## src/rtl/nibble_serial_adder_pkg.sv

```systemverilog
// Shared types and helpers for the nibble-serial adder: FSM encoding, slice width,
// and the bit-level ripple and overflow functions used by the datapath.
package nibble_serial_adder_pkg;

    typedef enum logic [1:0] {
        IDLE = 2'd0,
        BUSY = 2'd1,
        DONE = 2'd2
    } state_t;

    localparam int NIBBLE_W = 4;

    // Bit-by-bit ripple add of one nibble; returns {carry, sum}.
    function automatic logic [NIBBLE_W:0] ripple_add(
        input logic [NIBBLE_W-1:0] x,
        input logic [NIBBLE_W-1:0] y,
        input logic                ci
    );
        logic                c;
        logic [NIBBLE_W-1:0] s;
        c = ci;
        s = {NIBBLE_W{1'b0}};
        for (int i = 0; i < NIBBLE_W; i++) begin
            s[i] = x[i] ^ y[i] ^ c;
            c    = (x[i] & y[i]) | (c & (x[i] ^ y[i]));
        end
        return {c, s};
    endfunction

    // Signed overflow: operands agree in sign but the result does not.
    function automatic logic calc_ovf(
        input logic a_msb,
        input logic b_msb,
        input logic s_msb
    );
        return (a_msb == b_msb) && (s_msb != a_msb);
    endfunction

endpackage

```

## src/rtl/nibble_serial_adder_csa.sv

```systemverilog
// 4-bit carry-select adder slice: both carry-in cases are precomputed by two
// ripple adders and the real carry-in picks one.
module csa_4
    import nibble_serial_adder_pkg::*;
(
    input  logic [NIBBLE_W-1:0] A,
    input  logic [NIBBLE_W-1:0] B,
    input  logic                c_in,
    output logic [NIBBLE_W-1:0] sum,
    output logic                c_out
);

    logic [NIBBLE_W:0] res0_s;
    logic [NIBBLE_W:0] res1_s;

    // Speculative ripple results for carry-in 0 and 1.
    always_comb begin
        res0_s = ripple_add(A, B, 1'b0);
        res1_s = ripple_add(A, B, 1'b1);
    end

    // Carry-in selects the precomputed result.
    always_comb begin
        if (c_in) begin
            sum   = res1_s[NIBBLE_W-1:0];
            c_out = res1_s[NIBBLE_W];
        end else begin
            sum   = res0_s[NIBBLE_W-1:0];
            c_out = res0_s[NIBBLE_W];
        end
    end

endmodule

```

## src/rtl/nibble_serial_adder.sv

```systemverilog
// Nibble-serial add/subtract: operands are captured once, then consumed four bits
// per cycle through a single carry-select slice; the result is held until taken.
module nibble_serial_adder
    import nibble_serial_adder_pkg::*;
#(
    parameter int WIDTH = 16
) (
    input  logic             clk,
    input  logic             rst_n,
    input  logic             in_valid,
    output logic             in_ready,
    input  logic [WIDTH-1:0] a,
    input  logic [WIDTH-1:0] b,
    input  logic             sub,
    output logic             out_valid,
    input  logic             out_ready,
    output logic [WIDTH-1:0] sum,
    output logic             c_out,
    output logic             ovf
);

    localparam int NIB    = WIDTH / 4;
    localparam int STEP_W = $clog2(NIB);
    localparam logic [STEP_W-1:0] STEP_ONE  = STEP_W'(1);
    localparam logic [STEP_W-1:0] LAST_STEP = STEP_W'(NIB - 1);

    state_t              state_r;
    state_t              state_nxt_s;
    logic [WIDTH-1:0]    a_sh_r;
    logic [WIDTH-1:0]    b_sh_r;
    logic [WIDTH-1:0]    res_r;
    logic                carry_r;
    logic                sub_r;
    logic [STEP_W-1:0]   step_r;
    logic                c_out_r;
    logic                ovf_r;
    logic                last_step_s;
    logic                slice_cin_s;
    logic [NIBBLE_W-1:0] slice_sum_s;
    logic                slice_c_s;

    assign in_ready  = (state_r == IDLE);
    assign out_valid = (state_r == DONE);
    assign sum       = res_r;
    assign c_out     = c_out_r;
    assign ovf       = ovf_r;

    // Step decode and slice carry-in; the first step takes the subtract flag directly.
    always_comb begin
        last_step_s = (step_r == LAST_STEP);
        if (step_r == {STEP_W{1'b0}}) begin
            slice_cin_s = sub_r;
        end else begin
            slice_cin_s = carry_r;
        end
    end

    csa_4 u_slice (
        .A     (a_sh_r[NIBBLE_W-1:0]),
        .B     (b_sh_r[NIBBLE_W-1:0]),
        .c_in  (slice_cin_s),
        .sum   (slice_sum_s),
        .c_out (slice_c_s)
    );

    // FSM state register.
    always_ff @(posedge clk or negedge rst_n) begin
        if (!rst_n) begin
            state_r <= IDLE;
        end else begin
            state_r <= state_nxt_s;
        end
    end

    // FSM next-state logic: accept in IDLE, run NIB steps, hold DONE until taken.
    always_comb begin
        state_nxt_s = state_r;
        case (state_r)
            IDLE: begin
                if (in_valid) begin
                    state_nxt_s = BUSY;
                end else begin
                    state_nxt_s = IDLE;
                end
            end
            BUSY: begin
                if (last_step_s) begin
                    state_nxt_s = DONE;
                end else begin
                    state_nxt_s = BUSY;
                end
            end
            DONE: begin
                if (out_ready) begin
                    state_nxt_s = IDLE;
                end else begin
                    state_nxt_s = DONE;
                end
            end
            default: state_nxt_s = IDLE;
        endcase
    end

    // Operand capture, per-step shifting, and final flag registration.
    always_ff @(posedge clk or negedge rst_n) begin
        if (!rst_n) begin
            a_sh_r  <= {WIDTH{1'b0}};
            b_sh_r  <= {WIDTH{1'b0}};
            res_r   <= {WIDTH{1'b0}};
            carry_r <= 1'b0;
            sub_r   <= 1'b0;
            step_r  <= {STEP_W{1'b0}};
            c_out_r <= 1'b0;
            ovf_r   <= 1'b0;
        end else begin
            case (state_r)
                IDLE: begin
                    if (in_valid) begin
                        a_sh_r  <= a;
                        b_sh_r  <= b ^ {WIDTH{sub}};
                        sub_r   <= sub;
                        carry_r <= sub;
                        step_r  <= {STEP_W{1'b0}};
                    end
                end
                BUSY: begin
                    a_sh_r  <= {{NIBBLE_W{1'b0}}, a_sh_r[WIDTH-1:NIBBLE_W]};
                    b_sh_r  <= {{NIBBLE_W{1'b0}}, b_sh_r[WIDTH-1:NIBBLE_W]};
                    res_r   <= {slice_sum_s, res_r[WIDTH-1:NIBBLE_W]};
                    carry_r <= slice_c_s;
                    // Counter parks on the last step so it never wraps mid-operation.
                    if (last_step_s) begin
                        c_out_r <= slice_c_s;
                        ovf_r   <= calc_ovf(a_sh_r[NIBBLE_W-1], b_sh_r[NIBBLE_W-1],
                                            slice_sum_s[NIBBLE_W-1]);
                    end else begin
                        step_r  <= step_r + STEP_ONE;
                    end
                end
                default: begin
                    carry_r <= carry_r;
                end
            endcase
        end
    end

endmodule

```

## config.mk

```make
export PLATFORM = sky130hd
export DESIGN_NAME = nibble_serial_adder
export DESIGN_NICKNAME = d
export VERILOG_FILES = /design/src/rtl/nibble_serial_adder_pkg.sv /design/src/rtl/nibble_serial_adder_csa.sv /design/src/rtl/nibble_serial_adder.sv
export SDC_FILE = /design/constraint.sdc
export NUM_CORES = 1
export LEC_CHECK = 0
export ABC_AREA = 1
export BUFFER_PORTS_ARGS = -buffer_cell sky130_fd_sc_hd__buf_2
export CAP_MARGIN = 20
export CORE_MARGIN = 3
export CORE_UTILIZATION = 45
export CTS_BUF_LIST = sky130_fd_sc_hd__clkbuf_4
export DETAILED_ROUTE_END_ITERATION = 10
export PLACE_DENSITY = 0.74
export SLEW_MARGIN = 10
export SYNTH_ARGS = -nofsm -noshare
export SYNTH_HDL_FRONTEND = slang
export SYNTH_SLANG_ARGS = --single-unit
```

## constraint.sdc

```tcl
create_clock -name clk -period 2.3 [get_ports clk]
set_input_delay 0.46 -clock clk [delete_from_list [all_inputs] [get_ports clk]]
set_output_delay 0.46 -clock clk [all_outputs]
set_load 0.05 [all_outputs]
```

Word-level counts from Yosys, hierarchy flattened
Cells that the tools add are included.
Widths: inputs -> output; s select.
{"block": "totals", "word_cells": 70, "register_bits": 56, "out_inout_bits": 20, "inputBits": 37}
{"block": "classes", "n_addsub": 1, "muxes": 16, "bitwise_logic": 29, "reduce_logical": 8, "n_eq_ne": 7}
{"op": "$pmux 16 s2", "count": 2}
{"op": "$mux 16", "count": 2}
{"op": "$xor 16x16->16", "count": 1}
{"op": "$and 1x1->1", "count": 10}
{"op": "$xor 1x1->1", "count": 10}
{"op": "$mux 2", "count": 4}
{"op": "$or 1x1->1", "count": 7}
{"op": "$pmux 2 s3", "count": 1}
{"op": "$reduce_and 2->1", "count": 3}
{"op": "$eq 2x2->1 const B", "count": 2}
{"op": "$logic_not 2->1", "count": 2}
{"op": "$mux 1", "count": 4}
{"op": "$mux 4", "count": 1}
{"op": "$ne 2x2->1 const B", "count": 2}
{"op": "$pmux 2 s2", "count": 1}
{"op": "$reduce_and 3->1", "count": 1}
{"op": "$add 2x1->2 const B", "count": 1}
{"op": "$eq 2x1->1 const B", "count": 1}
{"op": "$pmux 1 s2", "count": 1}
{"op": "$reduce_bool 2->1", "count": 1}
{"op": "$eq 1x1->1", "count": 1}
{"op": "$logic_and 1x1->1", "count": 1}
{"op": "$ne 1x1->1", "count": 1}
{"op": "$not 1->1", "count": 1}

Longest topological paths before layout
Gate-level depths: netlist of the first run.
{"block": "depth", "depth_word": 10, "ltp_mapped": 15}

Hierarchy
Synthesis of the first run repeated with hierarchy kept, for this count alone.
{"block": "unflattened", "hier_cells": 382, "area_unflattened_um2": 2882.8}
{"mod": "nibble_serial_adder", "cells_each": 361, "area_per_inst_um2": 2737.6, "n_inst": 1, "seq_area_each_um2": 1401.3}
{"mod": "csa_4", "cells_each": 21, "area_per_inst_um2": 145.1, "n_inst": 1, "seq_area_each_um2": 0.0}

Worst setup path before layout of the first run
No wires, ideal clock.
{"block": "synth_path", "path_kind": "reg-to-reg", "start": "reg step_r[0]", "end": "reg ovf_r, in the netlist ovf", "setup_time_ns": 0.118, "stages_incl_launch_ff": 16, "arrival_ns": 2.363, "setup_slack_ns": -0.181, "path_buffers": 0, "cell_sequence": "dfrtp_1 > inv_1 > ha_1 > inv_1 > nand2_1 > nand2_1 > nor2_1 > a21oi_1 > fa_1 > fa_1 > inv_1 > fa_1 > nor2_1 > nor2_1 > nand3_1 > nand2_1"}
{"block": "synth_via", "elab_chain_cells": 5}
{"item": "start, declared", "line_no": "nibble_serial_adder.sv:34", "source": "logic [STEP_W-1:0] step_r;"}
{"item": "start signal, assigned", "line_no": "nibble_serial_adder.sv:112", "source": "step_r <= {STEP_W{1'b0}};"}
{"item": "start signal, assigned", "line_no": "nibble_serial_adder.sv:123", "source": "step_r <= {STEP_W{1'b0}};"}
{"item": "start signal, assigned", "line_no": "nibble_serial_adder.sv:137", "source": "step_r <= step_r + STEP_ONE;"}
{"item": "$logic_not 2->1", "line_no": "nibble_serial_adder.sv:51", "source": "if (step_r == {STEP_W{1'b0}}) begin"}
{"item": "$mux 1", "line_no": "nibble_serial_adder.sv:51"}
{"item": "$mux 4", "line_no": "nibble_serial_adder_csa.sv:24", "source": "if (c_in) begin"}
{"item": "$ne 1x1->1", "line_no": "nibble_serial_adder_pkg.sv:36", "source": "return (a_msb == b_msb) && (s_msb != a_msb);"}
{"item": "$logic_and 1x1->1", "line_no": "nibble_serial_adder_pkg.sv:36"}
{"item": "end signal, assigned", "line_no": "nibble_serial_adder.sv:134", "source": "ovf_r <= calc_ovf(a_sh_r[NIBBLE_W-1], b_sh_r[NIBBLE_W-1],"}
{"item": "end, declared", "line_no": "nibble_serial_adder.sv:36", "source": "logic ovf_r;"}
Several ways; a longest one is shown, not always the timed one.
A chain may end at the register's enable or synchronous reset.

Worst setup path in the final report of the first run
Same ends and word-level chain as after synthesis.

==> results.md, run 1 <==
- Outcome: finished with violations
- Failing checks: negative setup slack
- Most common cell after layout, fill and taps aside: nand2_1
- Worst-path fanout max: 3
- Hold slack: about 0.054 ns
- Element type at the critical path end: flip-flop
- FF-to-FF setup slack: -0.17 ns
- M3 GR Usage: 3.27%
- Max incr delay on CP: 0.44 ns
- Mapped Cells: 329
- Gr busiest metal: met2
- Worst Setup EP: ovf
- Startpoint types: flip-flop
- Final total power: approximately 4.6 mW
- Final Slew Violations: 0
- Commonest non-fill, non-tap cells in the layout: 158 x nand2_1, 56 x dfrtp_1, 56 x buf_2
- Critical-path top delay cell: fa_1
- Leakage power: between 1.5 and 2 nW
- First-pass detailed-route iteration total: 4
- Normalized max-slew margin: 62.5%
- Yosys Warn Count: 0
- Layout Utilization: 56.4%
- Placement Cell Area: 3050 µm²
- Vias in the first global route: between 2000 and 2500
- FP Rows: 27
- Post-route setup slack: -0.171 ns
- Critical Path AT: 2.75 ns
- PwrDens: between 1000 and 1500 nW/µm²
- PortBufs: 56
- Overall die width: 83.3 µm
- Net switching power: 2.22 mW
- Clock Skew: 0.00943 ns
- Combinational share of power: 52.1%
- Clk slew on worst S/H paths: 0.16 ns
- Power share of the sequential group: 36.1%
- Crit path launch: step_r[0]
- Share of cells above drive strength 1: between 20% and 30%
- Yosys cell types: 21
- Power share of the clock group: between 10% and 20%
- Initial antenna violation count: 0
- Vias: 2169
- DP HPWL: roughly 3.6 mm
- H-tree lvl count: 2
- Reg-to-reg startpoint: step_r[0]
- Ys async rst share: 100%
- Worst skew pair latency: about 0.37 ns
- Average wire per standard cell: 11.3 µm
- Synthesized cell area: approximately 2700 µm²
- CP dominant cell by count: inv_2
- P&R area growth vs syn: 18.5%
- DR iter-0 viols: 106
- Core ar.: 5640 µm²
- RSZ-0062 raised after global routing: yes
- Flops & latches, synth: between 50 and 60
- Switch share: 48.1%
- Crit Path Category: flip-flop to flip-flop
- N_diodes: 0
- Min-Delay Path Class: primary input to asynchronous set/reset pin
- Worst endpoint required time: 2.58 ns
- Met1 Use GR: 21.2%
- Avg Vias per Cell: 4.70
- Syn Nets: around 370
- Worst vdd ir: ~800 µV
- Fmax: between 400 and 500 MHz
- Global Route Usage Sum: 16.8%
- Count of final setup violators: 2
- Internal power: 2.40 mW
- Num Clock Sinks: 56
- Setup TNS: -0.182 ns
- Starting density of the core: around 48%
- CTS Buffer Depth: 2
- Number of remaining DRC errors: 0
- Met2 usage: between 20 and 30%
- Largest net degree at the start of global routing: 35
- Die Footprint: 6940 µm²
- Syn_area_per_cell: 8.17 µm²
- Total CTS buffers: 5
- Critical R2R Capture: ovf
- Fin. Hold Viols: 0
- Clock period minus worst slack: 2.47 ns
- Cells along the critical path: inv_2 > ha_4 > inv_2 > nand2_2 > nand2_2 > nor2_2 > a21oi_2 > fa_2 > fa_2 > inv_2 > fa_1 > nor2_1 > nor2_1 > nand3_1 > nand2_1
- Final wirelength: 5.20 mm
- First-pass GRT wire length: slightly below 10 mm
- # nets final: 433
- Detail Route Antenna Nets: 0
- Num ports: 57
- Number of synthesized flops with an enable pin: 0
- CTS tree: built
- Max Cap Viol: 0
- Actual slew at the worst max-slew pin: 0.562 ns
- Global route total overflow: 0
- Synth Flop Type: dfrtp_1
- Final Instance Area: roughly 3200 µm²
- Hold Buf Count CTS: 0
- GP Congestion: 0.780
- Worst Reg-to-Reg Cells: 15
- Fin crit share: 107%
- Seq/Total Area, Yosys: 52.1%
- Die height: 83.3 µm
- Clk root buf: clkbuf_4
## power groups by stage
stage / combinational (mW) / sequential, mW / clock, mW
2_1_floorplan: 1.34 / 2.11 / 0
4_1_cts: 2.39 / 1.66 / 0.563
3_3_place_gp: 2.29 / 1.66 / 0
6_report: 2.40 / 1.66 / 0.545
5_1_grt: 2.75 / 1.73 / 0.600
3_5_place_dp: 2.33 / 1.68 / 0
## layer usage
metal,vias up,wire length (µm)
li1,1125,-
met1,980,2370
met2,57,2470
met3,7,271
met4,0,85
met5,-,0
## registers in the layout, summed over array words and instances (netlist names)
signal / cells
c_out: 1
a_sh_r: 16
sub_r: 1
carry_r: 1
b_sh_r: 16
step_r: 2
ovf: 1
sum: 16
state_r: 2
## layout make-up
cell class / count / area, µm²
flip-flops and latches: 56 / 1400
inverters: 23 / 86.3
clock inverters: 3 / 46.3
clock buffers: 5 / 37.5
well taps: 72 / 90.1
fillers: 534 / 2460
repair buffers: 66 / 368
multi-input cells: 236 / 1150
## per-stage QoR
step           setup slack, ns  instances
6_report                -0.171        461
5_1_grt                 -0.320        461
4_1_cts                 -0.199        459
3_5_place_dp            -0.251        450
3_3_place_gp            -0.193        450
2_1_floorplan           -0.140        329
## logic make-up after synthesis
family          count (synthesis)  share of synthesized area, %
compound gates                 23                          4.52
xor+xnor                       16                          5.21
fa+ha+maj                       8                          4.56
buf+inv                        37                          5.96
flops                          56                          52.1
simple gates                  189                          27.6
## Yosys cell counts (all sizes together), types with 3 or more instances
library cell | number | area share, %
clkbuf | 4 | 0.56
xnor2 | 4 | 1.3
xor2 | 12 | 3.9
buf | 10 | 2.2
nor2 | 7 | 1.1
dfrtp | 56 | 52
ha | 5 | 2.3
fa | 3 | 2.2
nand2 | 161 | 23
nand3 | 20 | 3.7
o21ai | 21 | 4.1
inv | 23 | 3.2
## worst min-delay path by stage
stage / slack [ns] / to / start / cells after the start
floorplan: 0.16 / a_sh_r[0] / rst_n / 0
global placement: 0.46 / sum[3] / sum[3] / 2
detailed placement: 0.46 / sum[3] / sum[3] / 2
CTS: 0.06 / a_sh_r[2] / rst_n / 1
global route: 0.07 / a_sh_r[2] / rst_n / 1
finish: 0.05 / a_sh_r[2] / rst_n / 1
## worst max-delay path: cells and delay by family, from the launching register on
family / cells / cell delay, ns
buffers and inverters: 3 / 0.19
adder cells (fa/ha/maj): 4 / 1.26
AO/OA/AOI/OAI: 1 / 0.04
AND/OR/NAND/NOR: 7 / 0.48
flip-flops: 1 / 0.43
## what timing repair did
item	4_1_cts	5_1_grt
pin swaps	2	4
buffers inserted	1	2
setup endpoints to repair	3	3
resized for setup	8	3
No activity file was read; power rests on OpenSTA's default activity.
==> run 2: changes to the inputs <==
CELL_PAD_IN_SITES_DETAIL_PLACEMENT = 2   (was not set)
CELL_PAD_IN_SITES_GLOBAL_PLACEMENT = 2   (was not set)
CORE_UTILIZATION = 29   (was 45)
PLACE_DENSITY = 0.81   (was 0.74)
==> results.md, run 2 (synthesis results as in run 1) <==
- FP Rows: 34
- Worst-path fanout max: 3
- Register Area: around 1400 µm²
- Outcome: finished with violations
- Net switching power: 2.52 mW
- PwrDens: 1500 nW/µm²
- Reg-to-reg startpoint: step_r[1]
- Element type at the critical path end: flip-flop
- Min-Delay Path Class: primary input to flip-flop
- N_diodes: 0
- Die height: 102 µm
- Non-filler cells, final: 514
- Most common cell after layout, fill and taps aside: nand2_1
- Share of cells above drive strength 1: 27.3%
- Die Footprint: about 10000 µm²
- Num Clock Sinks: 56
- M3 GR Usage: 2.73%
- Worst endpoint required time: ~2.6 ns
- Starting density of the core: 30.4%
- Detail Route Antenna Nets: 0
- Fmax: between 300 and 400 MHz
- DR iter-0 viols: 66
- Met1 Use GR: 19.1%
- Clk slew on worst S/H paths: approximately 0.17 ns
- Vias in the first global route: 2688
- Placement Cell Area: ~3100 µm²
- Combinational share of power: 58.1%
- Failing checks: negative setup slack
- Post-placement setup slack: -0.365 ns
- Initial antenna violation count: 0
- Core ar.: 8850 µm²
- Final Instance Area: 3370 µm²
- Hold slack: between 0.2 and 0.3 ns
- Fill cell count: 1034
- GP Congestion: 0.776
- Power share of the sequential group: 33.3%
- Worst vdd ir: 396 µV
- H-tree lvl count: 2
- Hold path start: out_ready
- Post-route setup slack: -0.499 ns
- Worst skew pair latency: 0.37 ns
- Overall die width: 102 µm
- Num ports: 57
- Internal power: 2.54 mW
- PortBufs: 56
- Clock Skew: around 0.018 ns
- Leakage power: ~1.8 nW
- P&R area growth vs syn: 25.3%
- First-pass detailed-route iteration total: 4
- Crit path launch: step_r[1]
- Multi-input gate area: 1190 µm²
- # nets final: 451
- Layout Utilization: 38.1%
- Global route total overflow: 0
- CTS tree: built
- Actual slew at the worst max-slew pin: 0.464 ns
- Clock period minus worst slack: 2.80 ns
- Average wire per standard cell: 14.9 µm
- Normalized max-slew margin: 69.0%
- Largest net degree at the start of global routing: between 40 and 50
- Critical Path AT: 3.07 ns
- Clk root buf: clkbuf_4
- Setup TNS: -1.56 ns
- Global Route Usage Sum: between 10% and 20%
- Total CTS buffers: 5
- Commonest non-fill, non-tap cells in the layout: 157 x nand2_1, 56 x dfrtp_1, 56 x buf_2
- Final Slew Violations: 0
- Vias: roughly 2400
- Placed cell count: 487
- Avg Vias per Cell: between 4 and 5
- RSZ-0062 raised after global routing: yes
- Number of remaining DRC errors: 0
- First-pass GRT wire length: 12.8 mm
- Count of final setup violators: 5
- Crit Path Category: flip-flop to flip-flop
- Fin crit share: 122%
- Switch share: 49.8%
- Met2 usage: 28.5%
- Final wirelength: about 7.7 mm
- Final total power: 5.06 mW
- Max Cap Viol: 0
- Gr busiest metal: met2
- Fin. Hold Viols: 0
- Power share of the clock group: under 10%
- Startpoint types: flip-flop
- CTS Buffer Depth: 2
- DP HPWL: around 5 mm
==> run 2: cell types whose count changed in the layout (fill, tap and decap cells not counted), sizes merged <==
| cell | previous run | this run |
|---|---|---|
| clkinvlp | 1 | 0 |
| dlygate4sd3 | 0 | 1 |
| bufinv | 1 | 0 |
| clkbuf | 5 | 6 |
| buf | 66 | 83 |
| clkinv | 0 | 1 |
| inv | 24 | 23 |
==> run 2: power groups by stage <==
| stage | Sequential (mW) | Clock, mW | Combinational, mW |
|---|---|---|---|
| after floorplan | 2.11 | 0 | 1.34 |
| after global placement | 1.67 | 0 | 2.39 |
| after detailed placement | 1.71 | 0 | 2.51 |
| after CTS | 1.68 | 0.457 | 2.74 |
| after global routing | 1.74 | 0.499 | 3.29 |
| final | 1.69 | 0.435 | 2.94 |
==> run 2: worst paths after layout <==
path,end,depth (start not counted),slack [ns]
min,state_r[1],2,0.28
max,ovf,15,-0.50
max in group asynchronous,a_sh_r[0],3,1.35
min reg2reg,sum[1],2,0.50
min in group asynchronous,sum[0],2,0.40
max reg2reg,ovf,15,-0.50
==> run 2: layout make-up <==
cell class                      instances  area share (%)
Sequential cell                        56            41.6
Clock buffer                            6            1.34
Inverter                               23            2.64
Clock inverter                          1           0.149
Multi-Input combinational cell        236            35.2
Timing Repair Buffer                   84            15.0
Tap cell                              108            4.01
==> run 2: worst max-delay path: stages, from the launching register on <==
cell and delay [ns]:
dfrtp_1 0.43, inv_2 0.08, ha_4 0.16, inv_4 0.04
nand2_4 0.06, nand2_4 0.06, nor2_4 0.11, a21oi_2 0.05
fa_2 0.41, fa_2 0.42, inv_2 0.09, fa_2 0.48
nor2_2 0.11, nor2_1 0.06, nand3_1 0.06, nand2_1 0.06
==> run 2: what timing repair did <==
item	in CTS	in global routing
pin swaps	5	10
hold endpoints to repair	1	0
hold buffers	1	0
endpoints found under the setup margin	3	6
gates resized for setup	7	14
setup buffers	16	3
==> run 2: metal layers <==
metal	part of all wire, %	routed length, µm
met1	44	3390
met2	52	3970
met3	3.7	281
met4	0.40	31
met5	0	0
==> run 3: changes to the inputs <==
ABC_AREA = not set   (was 1)
BUFFER_PORTS_ARGS = not set   (was -buffer_cell sky130_fd_sc_hd__buf_2)
CORE_UTILIZATION = 30   (was 29)
DONT_BUFFER_PORTS = 1   (was not set)
PLACE_DENSITY = 0.7   (was 0.81)
==> results.md, run 3 <==
- Multi-input gate area: around 1100 µm²
- Die Footprint: 9800 µm²
- Worst-path fanout max: 3
- Initial antenna violation count: 0
- Syn_area_per_cell: 9.94 µm²
- Avg Vias per Cell: 5.05
- Register Area: 1400 µm²
- PwrDens: 1540 nW/µm²
- P&R area growth vs syn: 11.9%
- Fin. Hold Viols: 0
- Critical Path AT: 2.93 ns
- Number of synthesized flops with an enable pin: 0
- Top-count cell post-synth: nand2_1
- Yosys Warn Count: 0
- Synth area leaders: dfrtp_1 54%, nand2_1 9.0%, xnor2_1 5.4%
- FF-to-FF setup slack: -0.31 ns
- Count of final setup violators: 2
- Final Slew Violations: 0
- Critical-path top delay cell: fa_1
- CTS tree: built
- Commonest non-fill, non-tap cells in the layout: 62 x nand2_1, 56 x dfrtp_1, 23 x o21ai_0
- Worst skew pair latency: 0.38 ns
- Global route total overflow: 0
- Top Metal Used: met4
- Layout Utilization: 35.0%
- Largest net degree at the start of global routing: between 50 and 60
- Syn Nets: 306
- Final wirelength: 6.48 mm
- Ys async rst share: 100%
- Top cell family by delay on the critical path: adder cells
- Core ar.: ~8300 µm²
- RSZ-0062 raised after global routing: yes
- Synthesized cell area: 2590 µm²
- Worst Setup EP: sum[15]
- Stages on worst setup path: 11
- Crit Path Category: flip-flop to flip-flop
- CTS Buffer Depth: 2
- Flops & latches, synth: 56
- Seq/Total Area, Yosys: 54.0%
- FP Rows: 33
- Normalized max-slew margin: 35.4%
- Post-synth top cells: 62 x nand2_1, 56 x dfrtp_1, 26 x o21ai_0
- Leakage power: between 1 and 1.5 nW
- Num ports: 57
- DR iter-0 viols: 49
- N_diodes: 0
- Clock period minus worst slack: between 2 and 3 ns
- Most common cell after layout, fill and taps aside: nand2_1
- Num Clock Sinks: 56
- Outcome: finished with violations
- Max Cap Viol: 0
- Mapped Cells: 261
- DP HPWL: between 4 and 5 mm
- First-pass detailed-route iteration total: 4
- Hold slack: about 0.20 ns
- Area leader, netlist: dfrtp_1
- Startpoint types: flip-flop
- Number of remaining DRC errors: 0
- Failing checks: negative setup slack
- Metal3 WL: 258 µm
- # nets final: about 310
- Worst Reg-to-Reg Cells: 11
- Met2 routed WL: 3.37 mm
- Worst endpoint required time: between 2 and 3 ns
- Overall die width: approximately 99 µm
- CP Buf/Inv Count: 4
- Max incr delay on CP: 0.44 ns
- Crit path launch: step_r[1]
- Reg-to-reg startpoint: step_r[1]
- First-pass GRT wire length: between 10 and 15 mm
- WL met1: 2.78 mm
- Worst vdd ir: approximately 350 µV
- GP Congestion: 0.690
- Share of the synthesized area in the top cell type: 54.0%
- Vias: 1893
- Average wire per standard cell: 17.3 µm
- PortBufs: 0
- H-tree lvl count: 2
- Global Route Usage Sum: 13.6%
- Yosys cell types: 29
- Total CTS buffers: 5
- Share of cells above drive strength 1: a little over an eighth
- Element type at the critical path end: flip-flop
- Starting density of the core: 31.3%
- Cells along the critical path: inv_2 > ha_4 > mux2i_4 > o21ai_2 > fa_2 > fa_2 > inv_2 > fa_1 > buf_4 > buf_4 > o21ai_2
- Clock Skew: 0.00379 ns
- Detail Route Antenna Nets: 0
- Min-Delay Path Class: primary input to flip-flop
- Fill cell count: 910
- Critical R2R Capture: sum[15]
- Fin crit share: 114%
- Post-route setup slack: -0.312 ns
- Vias in the first global route: 2068
- Fmax: 383 MHz
- Clk slew on worst S/H paths: roughly 0.16 ns
- Actual slew at the worst max-slew pin: 0.966 ns
- Post-placement setup slack: -0.371 ns
- Clk root buf: clkbuf_4
- Die height: ~99 µm
- Final total power: 4.46 mW
- Synth Flop Type: dfrtp_1
run 3: cell types whose count changed after synthesis, sizes merged, moves of 11 or more:
cell   change
inv       -12
xnor2     +12
nand2     -99
nand3     -12
a22oi     +12
a221o     +11
run 3: per-stage QoR:
stage                     instances  area [µm²]  TNS [ns]
after floorplan                 261        2610    -0.248
after global routing            375        2900     -1.04
after detailed placement        357        2720    -0.614
after CTS                       370        2860    -0.616
after global placement          357        2720    -0.344
final                           375        2900    -0.607
run 3: repair_timing:
action,in CTS,in global routing
endpoints found under the setup margin,3,4
endpoints found under the hold margin,56,0
gates resized for setup,7,0
buffers inserted,3,4
pin swaps,5,3
hold buffers,2,0
run 3: layout make-up:
class	count	share of cell area (%)
flip-flops and latches	56	48.3
inverters	11	1.42
multi-input cells	176	38.1
clock inverters	3	0.603
clock buffers	5	1.29
repair buffers	19	5.82
well taps	105	4.52
run 3: worst reg2reg max path: stages, from the launching register on:
cell and delay, ns:
dfrtp_1 0.43, inv_2 0.09, ha_4 0.15, mux2i_4 0.25, o21ai_2 0.08, fa_2 0.34
fa_2 0.34, inv_2 0.06, fa_1 0.44, buf_4 0.16, buf_4 0.12, o21ai_2 0.10
run 3: cells by family (layout without fill, tap and decap cells):
| kind of cell | Yosys count | count (layout) | share of synthesized area [%] |
|---|---|---|---|
| flip-flops | 56 | 56 | 54.0 |
| XOR/XNOR | 18 | 18 | 6.08 |
| multiplexers | 2 | 2 | 0.820 |
| AND/OR/NAND/NOR | 93 | 93 | 15.0 |
| adder cells (fa/ha/maj) | 8 | 8 | 4.73 |
| buffers and inverters | 29 | 38 | 4.92 |
| AO/OA/AOI/OAI | 55 | 55 | 14.5 |
run 3: layer usage:
layer | up-vias | global-route usage (%)
li1 | 886 | -
met1 | 963 | 17.6
met2 | 38 | 22.9
met3 | 6 | 2.90
met4 | 0 | 3.78
met5 | - | 0
run 3: worst min-delay path by stage:
stage,start,end,slack [ns],cells after the start
3_5_place_dp,rst_n,a_sh_r[5],0.17,0
5_1_grt,sub,sub_r,0.19,1
3_3_place_gp,rst_n,a_sh_r[5],0.17,0
2_1_floorplan,rst_n,a_sh_r[0],0.16,0
6_report,sub,sub_r,0.20,1
4_1_cts,sub,sub_r,0.18,1
run 3: power breakdown:
| group | internal, mW | total, mW | switching (mW) | leakage, nW |
|---|---|---|---|---|
| Sequential | 1.40 | 2.22 | 0.825 | 0.718 |
| Combinational | 0.787 | 1.79 | 1.01 | 0.568 |
| Clock | 0.119 | 0.444 | 0.324 | 0.0330 |
